$ cat config.mk
export PLATFORM = sky130hd
export DESIGN_NAME = jtag_dr_tx
export DESIGN_NICKNAME = d
export VERILOG_FILES = /design/src/rtl/jtag_dr_tx.sv
export SDC_FILE = /design/constraint.sdc
export NUM_CORES = 1
export LEC_CHECK = 0
export ABC_AREA = 1
export ABC_CLOCK_PERIOD_IN_PS = 2000
export CAP_MARGIN = 30
export CORE_MARGIN = 5
export CORE_UTILIZATION = 50
export CTS_BUF_LIST = sky130_fd_sc_hd__clkbuf_2 sky130_fd_sc_hd__clkbuf_4 sky130_fd_sc_hd__clkbuf_8
export CTS_CLUSTER_DIAMETER = 150
export DETAILED_ROUTE_END_ITERATION = 16
export PLACE_DENSITY_LB_ADDON = 0.05
export SYNTH_ARGS = -nofsm -noshare
export SYNTH_HDL_FRONTEND = slang
export SYNTH_SLANG_ARGS = --single-unit
$ cat constraint.sdc
create_clock -name clk -period 2 [get_ports clk]
set_clock_uncertainty 0.15 [all_clocks]
set_input_delay 0.4 -clock clk [delete_from_list [all_inputs] [get_ports clk]]
set_output_delay 0.4 -clock clk [all_outputs]
set_load 0.05 [all_outputs]
$ cat src/rtl/jtag_dr_tx.sv
// Transmit side of the JTAG user data registers: presents a soc-written word on
// JTDO1 (ER1) or JTDO2 (ER2), captured and shifted LSB first under the host's TCK.
module jtag_dr_tx #(
  parameter int unsigned WIDTH    = 32,
  parameter int unsigned TCK_SYNC = 3
) (
  input  logic             clk,
  input  logic             rst,
  input  logic             jtck,
  input  logic             jshift,
  input  logic             jce1,
  input  logic             jce2,
  input  logic             jrstn,
  output logic             jtdo1,
  output logic             jtdo2,
  input  logic [WIDTH-1:0] tx_data0,
  input  logic             tx_we0,
  input  logic [WIDTH-1:0] tx_data1,
  input  logic             tx_we1,
  output logic [1:0]       tx_pending,
  output logic             captured
);

  localparam int unsigned NEW = TCK_SYNC - 2;
  localparam int unsigned OLD = TCK_SYNC - 1;

  logic [TCK_SYNC-1:0] jtck_sync_q,   jtck_sync_d;
  logic [TCK_SYNC-1:0] jshift_sync_q, jshift_sync_d;
  logic [TCK_SYNC-1:0] jce1_sync_q,   jce1_sync_d;
  logic [TCK_SYNC-1:0] jce2_sync_q,   jce2_sync_d;
  logic [TCK_SYNC-1:0] jrstn_sync_q,  jrstn_sync_d;

  logic [WIDTH-1:0] hold0_q, hold0_d;
  logic [WIDTH-1:0] hold1_q, hold1_d;
  logic [WIDTH-1:0] sr_q, sr_d;
  logic [1:0]       pending_q, pending_d;
  logic             captured_q, captured_d;
  logic             sel_q, sel_d;
  logic             shift_due_q, shift_due_d;
  logic             jtdo1_q, jtdo1_d;
  logic             jtdo2_q, jtdo2_d;

  logic tck_rise_c, tck_fall_c;
  logic shift_c, ce1_c, ce2_c, tap_rst_c;
  logic sel_ch_c;

  // Synchroniser chains: new samples enter at bit 0 and move toward bit OLD
  always_comb begin
    jtck_sync_d   = {jtck_sync_q[TCK_SYNC-2:0],   jtck};
    jshift_sync_d = {jshift_sync_q[TCK_SYNC-2:0], jshift};
    jce1_sync_d   = {jce1_sync_q[TCK_SYNC-2:0],   jce1};
    jce2_sync_d   = {jce2_sync_q[TCK_SYNC-2:0],   jce2};
    jrstn_sync_d  = {jrstn_sync_q[TCK_SYNC-2:0],  jrstn};
  end

  // Controls come from the last stage: the values held just before the TCK edge seen at NEW
  always_comb begin
    tck_rise_c = jtck_sync_q[NEW] & ~jtck_sync_q[OLD];
    tck_fall_c = ~jtck_sync_q[NEW] & jtck_sync_q[OLD];
    shift_c    = jshift_sync_q[OLD];
    ce1_c      = jce1_sync_q[OLD];
    ce2_c      = jce2_sync_q[OLD];
    tap_rst_c  = ~jrstn_sync_q[OLD];
    sel_ch_c   = ce2_c;
  end

  // Hold registers, capture, shift and TDO next-state
  always_comb begin
    hold0_d     = hold0_q;
    hold1_d     = hold1_q;
    sr_d        = sr_q;
    pending_d   = pending_q;
    captured_d  = 1'b0;
    sel_d       = sel_q;
    shift_due_d = shift_due_q;
    jtdo1_d     = 1'b0;
    jtdo2_d     = 1'b0;

    if (tx_we0) hold0_d = tx_data0;
    if (tx_we1) hold1_d = tx_data1;

    // Capture-DR reads the hold value from before any same-cycle write
    if (tck_rise_c && (ce1_c || ce2_c) && !shift_c) begin
      sel_d               = sel_ch_c;
      sr_d                = sel_ch_c ? hold1_q : hold0_q;
      pending_d[sel_ch_c] = 1'b0;
      captured_d          = pending_q[sel_ch_c];
    end

    if (tck_rise_c && (ce1_c || ce2_c) && shift_c) shift_due_d = 1'b1;

    if (tck_fall_c && shift_due_q) begin
      sr_d        = {1'b0, sr_q[WIDTH-1:1]};
      shift_due_d = 1'b0;
    end

    // A write in the capture cycle leaves the word pending for the next capture
    if (tx_we0) pending_d[0] = 1'b1;
    if (tx_we1) pending_d[1] = 1'b1;

    if (tap_rst_c) begin
      hold0_d     = '0;
      hold1_d     = '0;
      sr_d        = '0;
      pending_d   = '0;
      captured_d  = 1'b0;
      sel_d       = 1'b0;
      shift_due_d = 1'b0;
    end

    jtdo1_d = ~sel_d & sr_d[0];
    jtdo2_d = sel_d & sr_d[0];
  end

  always_ff @(posedge clk) begin
    if (rst) begin
      jtck_sync_q   <= '0;
      jshift_sync_q <= '0;
      jce1_sync_q   <= '0;
      jce2_sync_q   <= '0;
      jrstn_sync_q  <= '1;
      hold0_q       <= '0;
      hold1_q       <= '0;
      sr_q          <= '0;
      pending_q     <= '0;
      captured_q    <= 1'b0;
      sel_q         <= 1'b0;
      shift_due_q   <= 1'b0;
      jtdo1_q       <= 1'b0;
      jtdo2_q       <= 1'b0;
    end else begin
      jtck_sync_q   <= jtck_sync_d;
      jshift_sync_q <= jshift_sync_d;
      jce1_sync_q   <= jce1_sync_d;
      jce2_sync_q   <= jce2_sync_d;
      jrstn_sync_q  <= jrstn_sync_d;
      hold0_q       <= hold0_d;
      hold1_q       <= hold1_d;
      sr_q          <= sr_d;
      pending_q     <= pending_d;
      captured_q    <= captured_d;
      sel_q         <= sel_d;
      shift_due_q   <= shift_due_d;
      jtdo1_q       <= jtdo1_d;
      jtdo2_q       <= jtdo2_d;
    end
  end

  assign jtdo1      = jtdo1_q;
  assign jtdo2      = jtdo2_q;
  assign tx_pending = pending_q;
  assign captured   = captured_q;

endmodule

==> Word level (Yosys, flattened, before mapping) <==
Index checks and enable logic that the tools add are counted.
{ "totals": {"input_bits": 73, "out_inout_bits": 5, "register_bits": 118, "word_cells": 56} }
{ "classes": {"n_reduce_logical": 13, "n_lt_le_gt_ge": 2, "mux": 13, "bitwise_logic": 11} }
{ "ops": {"columns": ["op", "n"], "rows": [
  ["2-to-1 mux 31 bit", 2],
  ["2-to-1 mux 32 bit", 1],
  ["2-to-1 mux 1 bit", 8],
  ["nonzero test 2 bit", 3],
  ["OR reduction 3 bit", 2],
  ["logical AND 1 bit", 5],
  ["NOT 1 bit", 5],
  ["AND 1 bit", 4],
  ["AND 2 bit", 1],
  ["< comparator 1 x 2 -> 1 bit (second input constant)", 1],
  ["2-to-1 mux 2 bit", 1],
  ["NOT 2 bit", 1],
  ["OR reduction 2 bit", 1],
  ["demux 1 bit (select 1 bit)", 1],
  ["greater-or-equal comparator 1 bit (second input constant)", 1],
  ["logical NOT 1 bit", 1],
  ["logical OR 1 bit", 1]
]} }

==> Logic depth before layout (Yosys ltp) <==
Gate-level depths: netlist of the first run.
{ "logic_depth": {"ltp_word": 8, "depth_mapped": 9} }

==> Least setup slack after synthesis of the first run <==
Ideal clock, no wire load.
{ "synth_timing": {"path_kind": "input port to flip-flop", "start": "in rst", "end": "reg sr_q[10]", "t_arrival_ns": 1.159, "required_ns": 1.722, "setup_ns": 0.128, "setup_slack_ns": 0.563, "cell_stages": 6, "path_buffers": 3, "cell_sequence": "buf_2 nor2_4 inv_2 buf_4 clkbuf_1 nor2_1"} }
{ "synth_between": {"elab_chain_cells": 1} }
{ "synth_rtl": {"columns": ["item", "line", "text"], "rows": [
  ["start, declared", "8", "input logic rst,"],
  ["OR reduction 2 bit (no source line)", null, null],
  ["end signal, assigned", "139", "sr_q <= sr_d;"],
  ["end, declared", "35", "logic [WIDTH-1:0] sr_q, sr_d;"]
]} }
No other way between the ends.
A chain may end at the register's enable or synchronous reset.

==> Worst setup path after layout of the first run <==
{ "layout_timing": {"start": "reg jce2_sync_q[2]", "end": "reg sr_q[6]"} }
{ "layout_between": {"elab_chain_cells": 4, "elab_cells_between_ends": 7} }
{ "layout_rtl": {"columns": ["item", "line", "text"], "rows": [
  ["start, declared", "30", "logic [TCK_SYNC-1:0] jce2_sync_q, jce2_sync_d;"],
  ["start signal, assigned", "135", "jce2_sync_q <= jce2_sync_d;"],
  ["logical OR 1 bit", "83", "if (tck_rise_c && (ce1_c || ce2_c) && !shift_c) begin"],
  ["logical AND 1 bit (2 in series)", "83", null],
  ["nonzero test 2 bit (no source line)", null, null]
]} }
Several ways; a longest one is shown, not always the timed one. The select of a mux whose other input is x is not followed.

==> results.cfg, run 1 <==
[outcome]
status = completed

[timing]
tightest_slew_ns = 0.511
rsz0062_at_grt = false
hold_ws_ns = 0.250
fmax_ghz = 0.596
finalMaxSlewViolations = 0
period_share_pct = 83.9
setup_viol = 0
period_needed_ns = 1.68
relSlewSlack_pct = 65.9
finalHoldViolCount = 0
finalSetupTns_ns = 0

[drt]
viasPerCell = 4.81
ant_nets = 0
dr.first_iter.drc_count = 239
drtPass1Iterations = 5
drc_errors = 0
drt-total-wl_mm = 11.4
vias = 4501
wl_per_cell_um = 12.2

[yosys]
synth.cell_area_mm2 = 0.00488
synth_cells = 721
ys_seq_elements = 118
synth_fa_ha_area_share_pct = 0
synth_top_family_by_area = simple AND/OR/NAND/NOR gates
synth_top_area_cell = dfxtp_1
synthMuxAreaShare_pct = 0
synth_xor_xnor_area_share_pct = 0
seq_area_frac_synth_pct = 48.4
synth_top_area_share_pct = 48.4
syn_avg_cell_area_um2 = 6.77
synth_area_leaders = dfxtp_1 (48%), nand2_1 (21%), nor2_1 (8.4%)
synth_compound_area_share_pct = 8.31
synth_simple_gate_area_share_pct = 34.6
synth_warnings = 0
synthDistinctLibCells = 22
syn_nets = 794

[final_layout]
syn_to_final_growth_pct = 27.0
layout-drive-gt1-share_pct = 9.09
n_antenna_cell = 0
nNetsFinal = 863
fin_util_pct = 64.3

[die]
core-area_mm2 = 0.00964
die_area_mm2 = 0.0118
die_h_um = 109
rows = 36
chipWidth_um = 109
ios = 78
start_util_pct = 50.6

[setup_path]
r2r_cells = 8
crit_required_ns = 2.16
critPathLaunch = jce2_sync_q[2]
cp-start-kind = flop
r2r_start = jce2_sync_q[2]
end_kind = flop
r2r_end = sr_q[6]
path_class = reg -> reg
cp_max_fo = 30
reg2reg_slack_ns = 0.32
arrival_ns = 1.84

[grt]
grt_max_degree = 36
grt_antenna_before_repair = 0
grt_overflow_total = 0
gr-usage-all-layers_pct = 20.7
grt_pass1_wl_mm = 19.3
grt_pass1_vias = 4257

[clock_tree]
cts_tree = yes
clkTransAtPathRegs_ns = 0.06
clockRootBuffer = clkbuf_8
postCtsHoldBufs = 0
cts.sinks = 118
ctsResizeCount = 0
cts_buffer_depth = 2
cts_setup_buffers = 0
cts_made_buffers = 17
htree_levels = 4
clk_latency_ns = 0.43

[power]
leakagePower_uw = 0.00271
vdd_drop_max_uv = 490
p_per_area_mw_per_mm2 = 860

[hold_path]
hold_end = jce2_sync_q[1]
hold_start = jce2_sync_q[0]
whs_path_depth = 2
worstHoldPathType = reg -> reg

[placement]
portBuffers = 77
finalWeightedCongestion = 0.832
place_hpwl_mm = 7.40

[job]
cap_violations = 0
==> layer usage <==
metal / wire length, um / part of all wire [%] / global-route usage [%] / up-vias
met3: 722 / 6.3 / 6.99 / 8
met2: 5170 / 45 / 33.1 / 124
met1: 5420 / 48 / 26.5 / 2023
met4: 88 / 0.77 / 6.40 / 0
met5: 0 / 0 / 0 / -
li1: - / - / - / 2346
==> power breakdown <==
group	switching, uW	leakage (uW)	internal (uW)	total (uW)
Clock	898	0.000230	1490	2390
Sequential	41.8	0.000965	2440	2480
Combinational	229	0.00152	231	460
==> worst max-delay path by stage <==
stage,depth (start not counted),to,slack [ns]
2_1_floorplan,6,sr_q[10],0.56
3_3_place_gp,5,hold0_q[12],0.12
3_5_place_dp,5,hold1_q[4],0.09
4_1_cts,8,sr_q[4],0.31
5_1_grt,8,sr_q[19],0.13
6_report,8,sr_q[6],0.32
==> per-stage QoR <==
step / cell area (um^2) / setup WS, ns / power [uW] / instances
2_1_floorplan: 4880 / 0.563 / 2760 / 721
3_3_place_gp: 5750 / 0.123 / 2980 / 904
3_5_place_dp: 5750 / 0.0905 / 2990 / 904
4_1_cts: 6200 / 0.313 / 5380 / 936
5_1_grt: 6200 / 0.134 / 5570 / 936
6_report: 6200 / 0.322 / 5330 / 936
==> cell usage after synthesis (all sizes together) <==
cell,instances
a21oi,72
buf,25
clkbuf,19
clkinv,1
dfxtp,118
inv,53
nand2,268
nand3,36
nor2,112
nor4,1
o21ai,9
or2,7
==> logic make-up (layout without fill, tap and decap cells) <==
family,Yosys count,count (layout)
buffers and inverters,98,180
flip-flops,118,118
AO/OA/AOI/OAI,81,81
AND/OR/NAND/NOR,424,424
==> area by class of cell <==
cell class | count | area [um^2]
fillers | 916 | 3440
flip-flops and latches | 118 | 2360
multi-input cells | 505 | 2090
repair buffers | 94 | 923
clock buffers | 23 | 298
inverters | 54 | 205
well taps | 133 | 166
clock inverters | 9 | 148
==> flip-flops by register name (all words and copies together) (netlist names) <==
| register | flops |
|---|---|
| jtdo1 | 1 |
| jshift_sync_q | 3 |
| jtck_sync_q | 3 |
| hold1_q | 32 |
| jce2_sync_q | 3 |
| captured | 1 |
| hold0_q | 32 |
| sr_q | 32 |
| shift_due_q | 1 |
| sel_q | 1 |
| jrstn_sync_q | 3 |
| jce1_sync_q | 3 |
| jtdo2 | 1 |
| tx_pending | 2 |
==> cells in the final DEF, fill, tap and decap left out <==
| master | instances |
|---|---|
| nor2_1 | 109 |
| inv_2 | 5 |
| nor2_2 | 2 |
| a21oi_1 | 72 |
| o21ai_0 | 9 |
| nand2_1 | 267 |
| nor2_4 | 1 |
| nand3_4 | 1 |
| buf_4 | 19 |
| inv_4 | 1 |
| bufinv_16 | 4 |
| or2_2 | 7 |
| clkbuf_4 | 3 |
| clkinvlp_4 | 1 |
| clkbuf_8 | 20 |
| nand3_1 | 34 |
| clkinv_1 | 1 |
| nor4_1 | 1 |
| clkdlybuf4s50_1 | 72 |
| clkinv_2 | 4 |
| buf_12 | 3 |
| inv_1 | 47 |
| nand3_2 | 1 |
| nand2_2 | 1 |
| dfxtp_1 | 118 |
==> critical path, stage by stage, from the launching register on <==
cell and delay, ns:
dfxtp_1 0.43, inv_4 0.13, nand2_2 0.10, nand3_4 0.11, nand2_1 0.09, buf_4 0.33, nor2_1 0.08, nor2_1 0.10
nor2_1 0.04
No activity file was read; power rests on OpenSTA's default activity.
==> inputs of run 2 (changes only) <==
- ABC_CLOCK_PERIOD_IN_PS: 2000 -> 1500
- clock period: 2 -> 1.5 ns (I/O delays scaled with it)
==> run 2 against run 1 <==
  * Non-clock buffer count increased by 9
  * Flip-flop and latch count unchanged
  * Sequential share of layout area decreased by 1.3 points
  * Critical path type is now reg -> out
  * Die area unchanged
  * Clock power increased by 27%
==> results.cfg, run 2 (synthesis results as in run 1) <==
[grt]
gr-usage-all-layers_pct = 20.5
grt_pass1_wl_mm = 19.3
grt_pass1_vias = 4230
grt_overflow_total = 0
grt_antenna_before_repair = 0
grt_max_degree = 33

[final_layout]
multiInputGateArea_mm2 = 0.00210
largestRegisters = hold0_q x32, hold1_q x32, sr_q x32
seqCellArea_mm2 = 0.00236
nNetsFinal = 872
layout-drive-gt1-share_pct = 10.6
syn_to_final_growth_pct = 31.7
finalNonFillerCells = 945
layout_common_cells = nand2_1 (266), dfxtp_1 (116), nor2_1 (108)
fin_util_pct = 66.7
final_common_cell = nand2_1
n_antenna_cell = 0
nFillCells = 865

[setup_path]
cp-start-kind = flop
end_kind = output port
cp_slowest_stage_delay_ns = 0.42
crit_chain = buf_12
cp_slowest_cell = dfxtp_1
arrival_ns = 1.01
cp_num_buf_inv = 1
crit_required_ns = 1.05
path_class = reg -> out
cp_max_fo = 3
critPathTopFamily = flip-flops

[timing]
finalWorstSetupSlack_ns = 0.0383
relSlewSlack_pct = 78.4
rsz0062_at_grt = false
finalMaxSlewViolations = 0
finalHoldViolCount = 0
finalSetupTns_ns = 0
tightest_slew_ns = 0.323
setup_viol = 0
period_needed_ns = 1.46
period_share_pct = 97.4
fmax_ghz = 0.684

[clock_tree]
htree_levels = 4
cts_made_buffers = 17
cts_buffer_depth = 2
clk_latency_ns = 0.42
cts_tree = yes
clockRootBuffer = clkbuf_8
cts.sinks = 118
clkTransAtPathRegs_ns = 0.07

[power]
p_per_area_mw_per_mm2 = 1090
leakagePower_uw = 0.00278
vdd_drop_max_uv = 551
finalPower_uw = 7000

[drt]
met3_length_um = 569
drc_errors = 0
drt-total-wl_mm = 11.7
wl_met2_mm = 5.51
drtPass1Iterations = 5
vias = 4545
wl_per_cell_um = 12.4
wl_met1_mm = 5.40
ant_nets = 0
top_layer = met4
viasPerCell = 4.81
dr.first_iter.drc_count = 232

[placement]
place_hpwl_mm = 7.72
portBuffers = 77
pre_cts_slack_ns = -0.209
finalWeightedCongestion = 0.786
place_inst = 912

[die]
chipWidth_um = 109
die_h_um = 109
ios = 78
rows = 36
core-area_mm2 = 0.00964
start_util_pct = 50.6
die_area_mm2 = 0.0118

[outcome]
status = completed

[hold_path]
worstHoldPathType = in -> reg

[job]
cap_violations = 0
==> run 2: worst paths after layout <==
| kind | from | to | slack (ns) | cells after the start |
|---|---|---|---|---|
| worst max-delay path | tx_pending[1] | tx_pending[1] | 0.04 | 1 |
| worst min-delay path | jshift | jshift_sync_q[0] | 0.24 | 3 |
| worst max register to register | jtck_sync_q[1] | sr_q[2] | 0.09 | 8 |
| worst min register to register | jce2_sync_q[1] | jce2_sync_q[2] | 0.25 | 2 |
==> run 2: final cells by class <==
cell class / count / area share (%)
clock inverters: 12 / 2.37
multi-input cells: 505 / 32.7
well taps: 133 / 2.59
inverters: 54 / 3.19
repair buffers: 103 / 18.1
flip-flops and latches: 118 / 36.8
clock buffers: 20 / 4.18
==> run 2: timing repair <==
action | 4_1_cts | 5_1_grt
endpoints found under the setup margin | 7 | 32
gates cloned | 0 | 1
setup buffers | 0 | 0
hold buffers | 0 | 0
resized for setup | 0 | 7
==> run 2: layer usage <==
metal,GRT usage [%],vias up
met5,0,-
met4,6.85,0
met3,5.09,20
met2,34.1,122
met1,26.2,2038
li1,-,2365
==> run 2: report_power, final <==
group / internal [uW] / leakage, uW / switching, uW / total [uW]
Sequential: 3250 / 0.000966 / 60.6 / 3310
Combinational: 342 / 0.00161 / 312 / 654
Clock: 1740 / 0.000204 / 1290 / 3030
==> run 2: metrics by stage <==
step	hold slack, ns	area [um^2]
2_1_floorplan	0.238	4880
3_3_place_gp	0.239	5960
3_5_place_dp	0.246	5960
4_1_cts	0.218	6380
5_1_grt	0.236	6430
6_report	0.236	6430
